**src/rtl/control_unit.sv**
```systemverilog
// Main instruction decoder for the single-cycle MIPS core.
// Decode is combinational; the only state is the latched interrupt request.
module control_unit (
  input  logic        clk,
  input  logic        reset,
  input  logic [31:0] instruction,
  input  logic        IRQ,
  input  logic        Supervise,
  output logic [2:0]  PCSrc,
  output logic [1:0]  RegDst,
  output logic        RegWr,
  output logic        ALUSrc1,
  output logic        ALUSrc2,
  output logic [5:0]  ALUFun,
  output logic        Sign,
  output logic        MemRd,
  output logic        MemWr,
  output logic [1:0]  MemToReg,
  output logic        EXTOp,
  output logic        LUOp
);

  typedef struct packed {
    logic [2:0] pcsrc;
    logic [1:0] regdst;
    logic       regwr;
    logic       alusrc1;
    logic       alusrc2;
    logic [5:0] alufun;
    logic       sign;
    logic       memrd;
    logic       memwr;
    logic [1:0] memtoreg;
    logic       extop;
    logic       luop;
  } ctrl_t;

  localparam logic [5:0] ALU_ADD = 6'b000000;
  localparam logic [5:0] ALU_SUB = 6'b000001;
  localparam logic [5:0] ALU_AND = 6'b011000;
  localparam logic [5:0] ALU_OR  = 6'b011110;
  localparam logic [5:0] ALU_XOR = 6'b010110;
  localparam logic [5:0] ALU_NOR = 6'b010001;
  localparam logic [5:0] ALU_SLL = 6'b100000;
  localparam logic [5:0] ALU_SRL = 6'b100001;
  localparam logic [5:0] ALU_SRA = 6'b100011;
  localparam logic [5:0] ALU_EQ  = 6'b110011;
  localparam logic [5:0] ALU_NEQ = 6'b110001;
  localparam logic [5:0] ALU_LT  = 6'b110101;
  localparam logic [5:0] ALU_LEZ = 6'b111101;
  localparam logic [5:0] ALU_LTZ = 6'b111011;
  localparam logic [5:0] ALU_GTZ = 6'b111111;

  logic [5:0] op, funct;
  logic       irq_pend_q, irq_pend_d;
  logic       legal, take_irq, take_ill;
  ctrl_t      dec, ctrl;

  assign op    = instruction[31:26];
  assign funct = instruction[5:0];

  // Register/immediate fields are consumed by the datapath, not the decoder.
  logic unused_fields;
  assign unused_fields = ^instruction[25:6];

  // A request seen in kernel mode is held until the core leaves kernel mode.
  always_comb irq_pend_d = IRQ | (irq_pend_q & Supervise);

  always_ff @(posedge clk or posedge reset) begin
    if (reset) irq_pend_q <= 1'b0;
    else       irq_pend_q <= irq_pend_d;
  end

  always_comb begin
    dec   = '0;
    legal = 1'b1;
    case (op)
      6'h00: begin
        dec.regwr = 1'b1;
        case (funct)
          6'h20: begin dec.alufun = ALU_ADD; dec.sign = 1'b1; end
          6'h21: dec.alufun = ALU_ADD;
          6'h22: begin dec.alufun = ALU_SUB; dec.sign = 1'b1; end
          6'h23: dec.alufun = ALU_SUB;
          6'h24: dec.alufun = ALU_AND;
          6'h25: dec.alufun = ALU_OR;
          6'h26: dec.alufun = ALU_XOR;
          6'h27: dec.alufun = ALU_NOR;
          6'h2A: begin dec.alufun = ALU_LT; dec.sign = 1'b1; end
          6'h2B: dec.alufun = ALU_LT;
          6'h00: begin dec.alufun = ALU_SLL; dec.alusrc1 = 1'b1; end
          6'h02: begin dec.alufun = ALU_SRL; dec.alusrc1 = 1'b1; end
          6'h03: begin dec.alufun = ALU_SRA; dec.alusrc1 = 1'b1; end
          6'h08: begin dec.pcsrc = 3'd3; dec.regwr = 1'b0; end
          6'h09: begin dec.pcsrc = 3'd3; dec.memtoreg = 2'd2; end
          default: legal = 1'b0;
        endcase
      end
      6'h08, 6'h09, 6'h0A, 6'h0B, 6'h0C, 6'h0F, 6'h23, 6'h2B: begin
        dec.alusrc2 = 1'b1;
        dec.regdst  = 2'd1;
        dec.regwr   = 1'b1;
        case (op)
          6'h08: begin dec.alufun = ALU_ADD; dec.extop = 1'b1; dec.sign = 1'b1; end
          6'h09: begin dec.alufun = ALU_ADD; dec.extop = 1'b1; end
          6'h0A: begin dec.alufun = ALU_LT;  dec.extop = 1'b1; dec.sign = 1'b1; end
          6'h0B: begin dec.alufun = ALU_LT;  dec.extop = 1'b1; end
          6'h0C: dec.alufun = ALU_AND;
          6'h0F: begin dec.alufun = ALU_ADD; dec.luop = 1'b1; end
          6'h23: begin
            dec.alufun   = ALU_ADD;
            dec.extop    = 1'b1;
            dec.memrd    = 1'b1;
            dec.memtoreg = 2'd1;
          end
          default: begin
            dec.alufun = ALU_ADD;
            dec.extop  = 1'b1;
            dec.memwr  = 1'b1;
            dec.regwr  = 1'b0;
          end
        endcase
      end
      6'h01, 6'h04, 6'h05, 6'h06, 6'h07: begin
        dec.pcsrc = 3'd1;
        dec.extop = 1'b1;
        dec.sign  = 1'b1;
        case (op)
          6'h04:   dec.alufun = ALU_EQ;
          6'h05:   dec.alufun = ALU_NEQ;
          6'h06:   dec.alufun = ALU_LEZ;
          6'h07:   dec.alufun = ALU_GTZ;
          default: dec.alufun = ALU_LTZ;
        endcase
      end
      6'h02: dec.pcsrc = 3'd2;
      6'h03: begin
        dec.pcsrc    = 3'd2;
        dec.regdst   = 2'd2;
        dec.regwr    = 1'b1;
        dec.memtoreg = 2'd2;
      end
      default: legal = 1'b0;
    endcase
  end

  assign take_irq = irq_pend_q & ~Supervise;
  assign take_ill = ~Supervise & ~legal;

  // Traps save PC+4 into $k0; in kernel mode an unknown opcode is a NOP.
  always_comb begin
    ctrl = dec;
    if (take_irq || take_ill) begin
      ctrl          = '0;
      ctrl.pcsrc    = take_irq ? 3'd5 : 3'd4;
      ctrl.regdst   = 2'd3;
      ctrl.regwr    = 1'b1;
      ctrl.memtoreg = 2'd2;
    end else if (!legal) begin
      ctrl = '0;
    end
  end

  assign PCSrc    = ctrl.pcsrc;
  assign RegDst   = ctrl.regdst;
  assign RegWr    = ctrl.regwr;
  assign ALUSrc1  = ctrl.alusrc1;
  assign ALUSrc2  = ctrl.alusrc2;
  assign ALUFun   = ctrl.alufun;
  assign Sign     = ctrl.sign;
  assign MemRd    = ctrl.memrd;
  assign MemWr    = ctrl.memwr;
  assign MemToReg = ctrl.memtoreg;
  assign EXTOp    = ctrl.extop;
  assign LUOp     = ctrl.luop;

endmodule

```
**config.mk**
```make
export PLATFORM = sky130hd
export DESIGN_NAME = control_unit
export DESIGN_NICKNAME = d
export VERILOG_FILES = /design/src/rtl/control_unit.sv
export SDC_FILE = /design/constraint.sdc
export NUM_CORES = 1
export LEC_CHECK = 0
export ABC_AREA = 1
export CELL_PAD_IN_SITES_DETAIL_PLACEMENT = 2
export CELL_PAD_IN_SITES_GLOBAL_PLACEMENT = 2
export CORE_ASPECT_RATIO = 2
export CORE_UTILIZATION = 16
export DETAILED_ROUTE_END_ITERATION = 7
export MAX_ROUTING_LAYER = met4
export PLACE_DENSITY_LB_ADDON = 0.1
export SLEW_MARGIN = 0
export SYNTH_ARGS = -nofsm -noshare
export SYNTH_HDL_FRONTEND = slang
export SYNTH_SLANG_ARGS = --single-unit
```
**constraint.sdc**
```tcl
create_clock -name clk -period 4.5 [get_ports clk]
set_clock_uncertainty 0.15 [all_clocks]
set_input_delay 0.9 -clock clk [delete_from_list [all_inputs] [get_ports clk]]
set_output_delay 0.9 -clock clk [all_outputs]
set_load 0.03 [all_outputs]
```
* Word-level counts from Yosys, hierarchy flattened
Cells that the tools add are included.
** Storage, ports and cells
- Register bits :: 1
- Output and inout port bits :: 21
- Logic and storage cells :: 83
** Cells by class
- Equal/unequal tests :: 29
- Muxes and demuxes :: 30
- Bitwise logic cells :: 6
- Reduce and logical (&&, ||, !) cells :: 17
** Operator list (number)
- 6-bit == test, second input constant :: 12
- 6-bit case mux with 9 select lines :: 1
- 6-bit by 4-bit == test with 1-bit output, second input constant :: 8
- 21-bit 2-to-1 mux :: 2
- 15-bit OR reduction :: 2
- 6-bit by 2-bit == test with 1-bit output, second input constant :: 4
- 6-bit by 3-bit == test with 1-bit output, second input constant :: 4
- 7-bit case mux with 3 select lines :: 1
- 4-bit case mux with 4 select lines :: 1
- 1-bit 2-to-1 mux :: 15
- 2-bit OR reduction :: 7
- 6-bit logical NOT :: 2
- 6-bit case mux with 2 select lines :: 1
- 3-bit case mux with 3 select lines :: 1
- 8-bit OR reduction :: 1
- 7-bit OR reduction :: 1
- 6-bit by 1-bit == test with 1-bit output, second input constant :: 1
- 2-bit 2-to-1 mux :: 3
- 2-bit case mux with 3 select lines :: 1
- 3-bit OR reduction :: 2
- 5-bit OR reduction :: 1
- 1-bit case mux with 2 select lines :: 2
- 2-bit case mux with 2 select lines :: 1
- 1-bit AND :: 3
- 4 further kinds :: 5

* Depth between registers and ports, before layout
- Depth in word-level cells :: 8
- Mapped depth :: 11
- Depth with buffers taken out :: 11

* Worst setup path after synthesis
Ideal clock, no wire load.
- Kind :: input to output
- Start :: input instruction[31]
- End :: output LUOp
- Arrival time :: 2128 ps
- Data required time :: 3450 ps
- Setup slack :: 1322 ps
- Stages on the path :: 9
- Buffers on the path :: 0
- Cells stage by stage :: nor2_4 > nand2_1 > nor2_4 > nor2_2 > nand2_4 > nor2_2 > nor2_4 > inv_2 > nor2_1
** Between the ends
- Word-level cells in the longest chain between the ends :: 7
- Elaborated cells on any way between the ends :: 26
- Those cells by class :: eq/ne (15); mux (5); bitwise (2); reduce/logical (4)
** RTL lines
- from (decl) :: RTL line 6 : input logic [31:0] instruction,
- 6-bit by 2-bit == test with 1-bit output (tied with other cells) :: RTL line 77 : case (op)
- 15-bit OR reduction (no line)
- 1-bit case mux with 2 select lines :: RTL line 77
- 1-bit NOT :: RTL line 148 : assign take_ill = ~Supervise & ~legal;
- 1-bit AND :: RTL line 148
- 1-bit logical OR :: RTL line 153 : if (take_irq || take_ill) begin
- 21-bit 2-to-1 mux * :: RTL line 153
- to (decl) :: RTL line 20 : output logic LUOp
Every way passes the cells marked *; elsewhere a longest branch is shown, timed or not.

* Worst setup path in the final report
- Start :: input instruction[27]
- End :: output ALUFun[4]
** Between the ends
- Word-level cells in the longest chain between the ends :: 7
- Elaborated cells on any way between the ends :: 28
- Those cells by class :: eq/ne (15); mux (5); bitwise (2); reduce/logical (6)
** RTL lines
- 6-bit by 2-bit == test with 1-bit output (tied with other cells) :: RTL line 77
- 15-bit OR reduction (no line)
- 1-bit case mux with 2 select lines :: RTL line 77
- 1-bit NOT :: RTL line 148
- 1-bit AND :: RTL line 148
- 1-bit logical OR :: RTL line 153
- 21-bit 2-to-1 mux * :: RTL line 153
- to (decl) :: RTL line 14 : output logic [5:0] ALUFun,
Marked as above.

==> results.yml <==
power:
  powerDensity_mw_per_mm2: 96.1
  power.switching_uw: 65.3
  power_frac_comb_pct: 91.5
  switching_share_pct: 56.1
  power_uw: 116
  clockPowerShare_pct: 0
  power.sequential.fraction_pct: 8.5
  leakage_nw: 0.534
  p_int_uw: 51.1
  peakVddDrop_uv: 47.3
logic_synthesis:
  yosysWarnings: 0
  ys_types: 25
  synth-seq-cells: 1
  syn_avg_cell_area_sq_um: 5.31
  syn_nets: 184
  synth.cell_area_sq_um: 786
  syn_inst: 148
  synth-seq-area-share_pct: 3.18
floorplanning:
  dieArea_sq_mm: 0.00521
  core-area_sq_mm: 0.00464
  dieHeight_um: 101
  core.rowCount: 35
  io_pins: 57
  die_w_um: 51.6
  start_util_pct: 16.9
critical_path:
  worstPathMaxFanout: 7
  cp_slowest_cell: "clkdlybuf4s50_1"
  r2r_setup_slack_ns: 3.73
  start_kind: "input pin"
  cp_cell_sequence: "clkdlybuf4s50_1 > nand2_1 > inv_2 > nand3_1 > nand2_1 > inv_1 > nand2_4 > nor2_4 > nand3_4 > nand2_4 > nor2_1 > clkdlybuf4s50_1"
  cpPeakStageDelay_ns: 0.68
  arrival_ns: 3.14
  r2r_cells: 2
  r2r-end: "irq_pend_q"
  r2r_start: "irq_pend_q"
  crit_required_ns: 3.45
  critPathCaptureType: "primary output"
  critPathKind: "input pin to primary output"
place:
  io_buffers: 36
  preCtsSetupSlack_ns: 0.258
  dpl.cell_count: 239
  dp_hpwl_mm: 3.02
  place_area_sq_mm: 0.00121
  place_congestion: 0.767
route:
  viasPerCell: 4.49
  totalWireLength_mm: 3.26
  drtIter0Drc: 5
  vias: 1074
  wl_per_cell_um: 13.6
  ant_nets: 0
  drc: 0
  firstDrtPassIters: 2
cells_and_area:
  layout_common_cells: "36 x clkdlybuf4s50_1, 24 x nand2_1, 24 x nor2_1"
  drive_gt1_share_pct: 17.4
  regMostFlops: "irq_pend_q"
  fin_util_pct: 26.1
  final_cells: 239
  diodes: 0
  final_common_cell: "clkdlybuf4s50_1"
  largest_reg_flops: 1
  reg_top3: "irq_pend_q (1)"
  syn_to_final_growth_pct: 54.1
  finalNetCount: 222
  fin_area_sq_mm: 0.00121
timing:
  min_period_ns: 4.19
  post-route-period-util_pct: 93.1
  report.final.hold_viol_count: 0
  setup_slack_ns: 0.310
  tns_ns: 0
  fmaxAchievable_mhz: 239
  tightestPinTransition_ns: 0.422
  slew_headroom_pct: 71.6
  slew_violations: 0
  setup_violations: 0
  hold_ws_ns: 0.393
  rsz0062_at_grt: "no"
global_routing:
  track_usage_pct: 13.9
  overflow: 0
  grt_pass1_wl_mm: 5.50
  grt_pass1_vias: 1204
  antenna_found_initial: 0
  grt_max_degree: 9
outcome:
  status: "finished, final reports clean"
clocking:
  clk_transition_reported_paths_ns: 0
  clk_latency_ns: 0
  cts_resized: 0
  holdBufCountCts: 0
  postCtsSetupBuffers: 0
min_path:
  hold_start: "irq_pend_q"
  hold_end: "irq_pend_q"
  hold_path.class: "flop to flop"
  whs_path_depth: 2
job:
  drv_cap: 0
[worst max-delay path: cells and delay by family]
kind	cells	cell delay (ns)
simple gates	8	0.83
buf+inv	4	1.39
[power groups by stage]
stage | clock [mW] | sequential (mW) | combinational, mW
final | 0 | 0.00988 | 0.107
after global routing | 0 | 0.00990 | 0.116
after CTS | 0 | 0.00990 | 0.109
after detailed placement | 0 | 0.00990 | 0.109
after global placement | 0 | 0.00989 | 0.107
after floorplan | 0 | 0.00987 | 0.0618
[how the worst max path moves through the flow]
stage,startpoint,endpoint,cells after the start
5_1_grt,instruction[2],ALUFun[1],10
4_1_cts,instruction[2],ALUFun[1],10
3_3_place_gp,instruction[2],EXTOp,11
6_report,instruction[27],ALUFun[4],12
2_1_floorplan,instruction[31],LUOp,9
3_5_place_dp,instruction[2],ALUFun[1],10
[synth_stat cells]
cell type,n,area (sq um)
inv_4,1,6.26
inv_2,6,22.5
nand3_4,1,17.5
nand4_1,2,12.5
nand2_2,6,37.5
a211oi_1,1,7.51
clkinv_1,1,3.75
inv_1,23,86.3
or2_2,1,6.26
o21ai_0,7,35.0
nor3_1,4,20.0
nor2_2,4,25.0
a31oi_1,1,6.26
o21ai_2,1,8.76
o21bai_1,1,7.51
nand3_1,19,95.1
a21oi_1,8,40.0
dfrtp_1,1,25.0
nand2_1,24,90.1
nand3_2,1,10.0
nand2_4,2,22.5
nor2_8,1,20.0
nor2_1,24,90.1
buf_6,1,11.3
nor2_4,7,78.8
[cell families (layout without fill, tap and decap cells)]
| logic type | after synthesis | in the layout | share of synthesized area (%) |
|---|---|---|---|
| buf+inv | 32 | 68 | 16.6 |
| flops | 1 | 1 | 3.18 |
| compound gates | 19 | 19 | 13.4 |
| simple gates | 96 | 96 | 66.9 |
[area by class of cell]
type,instances,area (sq um)
fillers,609,3430
multi-input cells,115,631
repair buffers,37,368
inverters,31,119
well taps,55,68.8
flip-flops and latches,1,25.0
[metal layers]
| metal | part of all wire (%) | vias to the layer above | GRT usage (%) | routed length (um) |
|---|---|---|---|---|
| li1 | - | 535 | - | - |
| met1 | 33 | 519 | 12.6 | 1070 |
| met2 | 65 | 20 | 31.2 | 2120 |
| met3 | 2.2 | 0 | 0 | 71 |
| met4 | 0 | 0 | 0 | 0 |
| met5 | 0 | - | - | 0 |
(Power assumes the default switching activity.)
==> patch, RTL diff (same settings) <==
Reset style: synchronous (`reset`), changed in one clocked block.
--- a/src/rtl/control_unit.sv
+++ b/src/rtl/control_unit.sv
@@ -67,5 +67,5 @@
   always_comb irq_pend_d = IRQ | (irq_pend_q & Supervise);
 
-  always_ff @(posedge clk or posedge reset) begin
+  always_ff @(posedge clk) begin
     if (reset) irq_pend_q <= 1'b0;
     else       irq_pend_q <= irq_pend_d;
Check against the original RTL: differs if reset is asserted again (counterexample within 4 cycles, from zero or initial values and one cycle with reset high); with reset held inactive, the same outputs for 10 cycles.
==> patch against the original RTL <==
  * Synthesized area up 2.9%
  * Power down 0.13%
  * Die area up 2.8%
  * Via count up 3.0%
  * Design area up 2.6%
  * Worst setup slack worse by 0.12 ns
  * Sequential cell count unchanged
  * Routed wire length up 7.4%
  * Critical endpoint is now ALUFun[2]
  * Largest power group unchanged
==> patch: results (changes against the original RTL) <==
status finished clean (unchanged); Top delay family on crit path buffers and inverters (unchanged); CP max-delay cell clkdlybuf4s50_1 (unchanged); Area contributors post-synth nor2_4 15%, nand3_1 11%, nor2_1 9.8% (was nand3_1 12%, nand2_1 11%, nor2_1 11%); # fillers 635 (was 609); syn_nets 180 (was 184); sw frac 57.2% (was 56.1%); worst-margin pin slew 0.518 ns (was 0.422 ns); routed vias 1,106 (was 1,074); number of antenna diodes 0 (unchanged); maximum fanout along the worst path 8 (was 7); Post CTS Setup Buffer Count 0 (unchanged); worst skew pair latency 0 ns (about the same); Regs by FF count irq_pend_q: 1 flops (unchanged); post-detail-place hpwl 3.11 mm (was 3.02 mm); global router's overall resource usage 14.4% (was 13.9%); Max VDD drop 61.7 uV (was 47.3 uV); initial antenna violation count 0 (unchanged); Worst-path clk slew 0 ns (about the same); predominant post-synthesis flop cell dfxtp_1 (was dfrtp_1); WP data arrival 3.26 ns (was 3.14 ns); P_leak 0.000507 uW (was 0.000534 uW); CP max stage delay 0.68 ns (about the same); Nets 217 (was 222); most instantiated cells after synthesis 21 x nor2_1, 19 x nand2_1, 18 x nand3_1 (was 24 x nand2_1, 24 x nor2_1, 23 x inv_1); Worst R2R End irq_pend_q (unchanged); RD Place Congestion 0.816 (was 0.767); number of cells on the worst reg-to-reg path 2 (unchanged); hold depth 2 (unchanged); reg-to-reg startpoint irq_pend_q (unchanged); layout cells sized above 1 24.0% (was 17.4%); YS warnings 0 (unchanged); WL/cell 14.8 microns (was 13.6 microns); first-pass GRT wire length 5.78 mm (was 5.50 mm); vias in the first global route 1,217 (was 1,204); register area share after synthesis 2.48% (was 3.18%); Synth async-reset ratio 0% (was 100%); Buffers on Ports 36 (unchanged); drt initial violations 13 (was 5); Synth cell types 24 (was 25); largest net degree at the start of global routing 11 (was 9); worst hold path type reg2reg (unchanged); drt pass-1 iters 4 (was 2); flop-to-flop setup slack 3.74 ns (was 3.73 ns); hold path start irq_pend_q (unchanged); hold path endpoint irq_pend_q (unchanged)
[patch: changes by cell type after synthesis, sizes merged, moves of 2 or more]
| cell | delta |
|---|---|
| nand2 | -3 |
| nand4 | +3 |
| nor2 | +6 |
| o31ai | +2 |
| inv | -9 |
| o21ai | -2 |
[patch: what timing repair did]
action / 4_1_cts / 5_1_grt
gates resized for setup: 0 / 2
endpoints found under the setup margin: 0 / 5
hold buffers: 0 / 0
endpoints found under the hold margin: 0 / 0
[patch: how the worst max path moves through the flow]
stage,startpoint,slack [ns],end
after detailed placement,instruction[1],0.13,ALUFun[2]
after global placement,instruction[1],0.17,ALUFun[0]
after global routing,instruction[3],0.04,ALUFun[4]
after CTS,instruction[1],0.12,ALUFun[2]
after floorplan,instruction[29],1.23,PCSrc[1]
final,instruction[3],0.19,ALUFun[2]
[patch: routing by layer]
metal	share of wire [%]	wire length (microns)	global-route usage (%)
met5	0	0	-
met2	62	2170	30.5
met3	2.6	91	0.295
met1	33	1170	13.2
met4	2.3	80	3.64
[patch: area by class of cell]
class | instances | area (sq um) | share of cell area [%]
multi-input cells | 120 | 697 | 56.1
flip-flops and latches | 1 | 20.0 | 1.61
well taps | 57 | 71.3 | 5.74
repair buffers | 37 | 373 | 30.0
inverters | 21 | 81.3 | 6.55
[patch: power groups by stage]
stage	registers, uW	clock network, uW	logic [uW]
6_report	10.0	0	106
5_1_grt	10.1	0	116
4_1_cts	10.1	0	109
3_5_place_dp	10.0	0	108
3_3_place_gp	10.0	0	106
2_1_floorplan	9.95	0	62.1
[patch: cells by family (layout without fill, tap and decap cells)]
family                 after synthesis  after routing  share of synthesized area, %
buffers and inverters               23             58                          11.3
DFF                                  1              1                          2.48
and+or+nand+nor                    102            102                          73.4
AOI/OAI and AO/OA                   18             18                          12.8
[patch: per-stage QoR]
step                std cells  hold slack [ns]  setup slack [ns]  util, %  instance area [sq um]
finish                    236            0.363             0.190     25.5                   1240
global route              236            0.401            0.0388     25.5                   1240
CTS                       236            0.372             0.125     25.4                   1240
detailed placement        236            0.354             0.126     25.4                   1240
global placement          236            0.351             0.169     25.4                   1240
floorplan                 144            0.326              1.23        -                    808
[patch: worst reg2reg max path, delay by kind of cell, from the launching register on]
family           cells  cell delay, ns
AO/OA/AOI/OAI        1            0.15
AND/OR/NAND/NOR      1            0.05
flip-flops           1            0.30
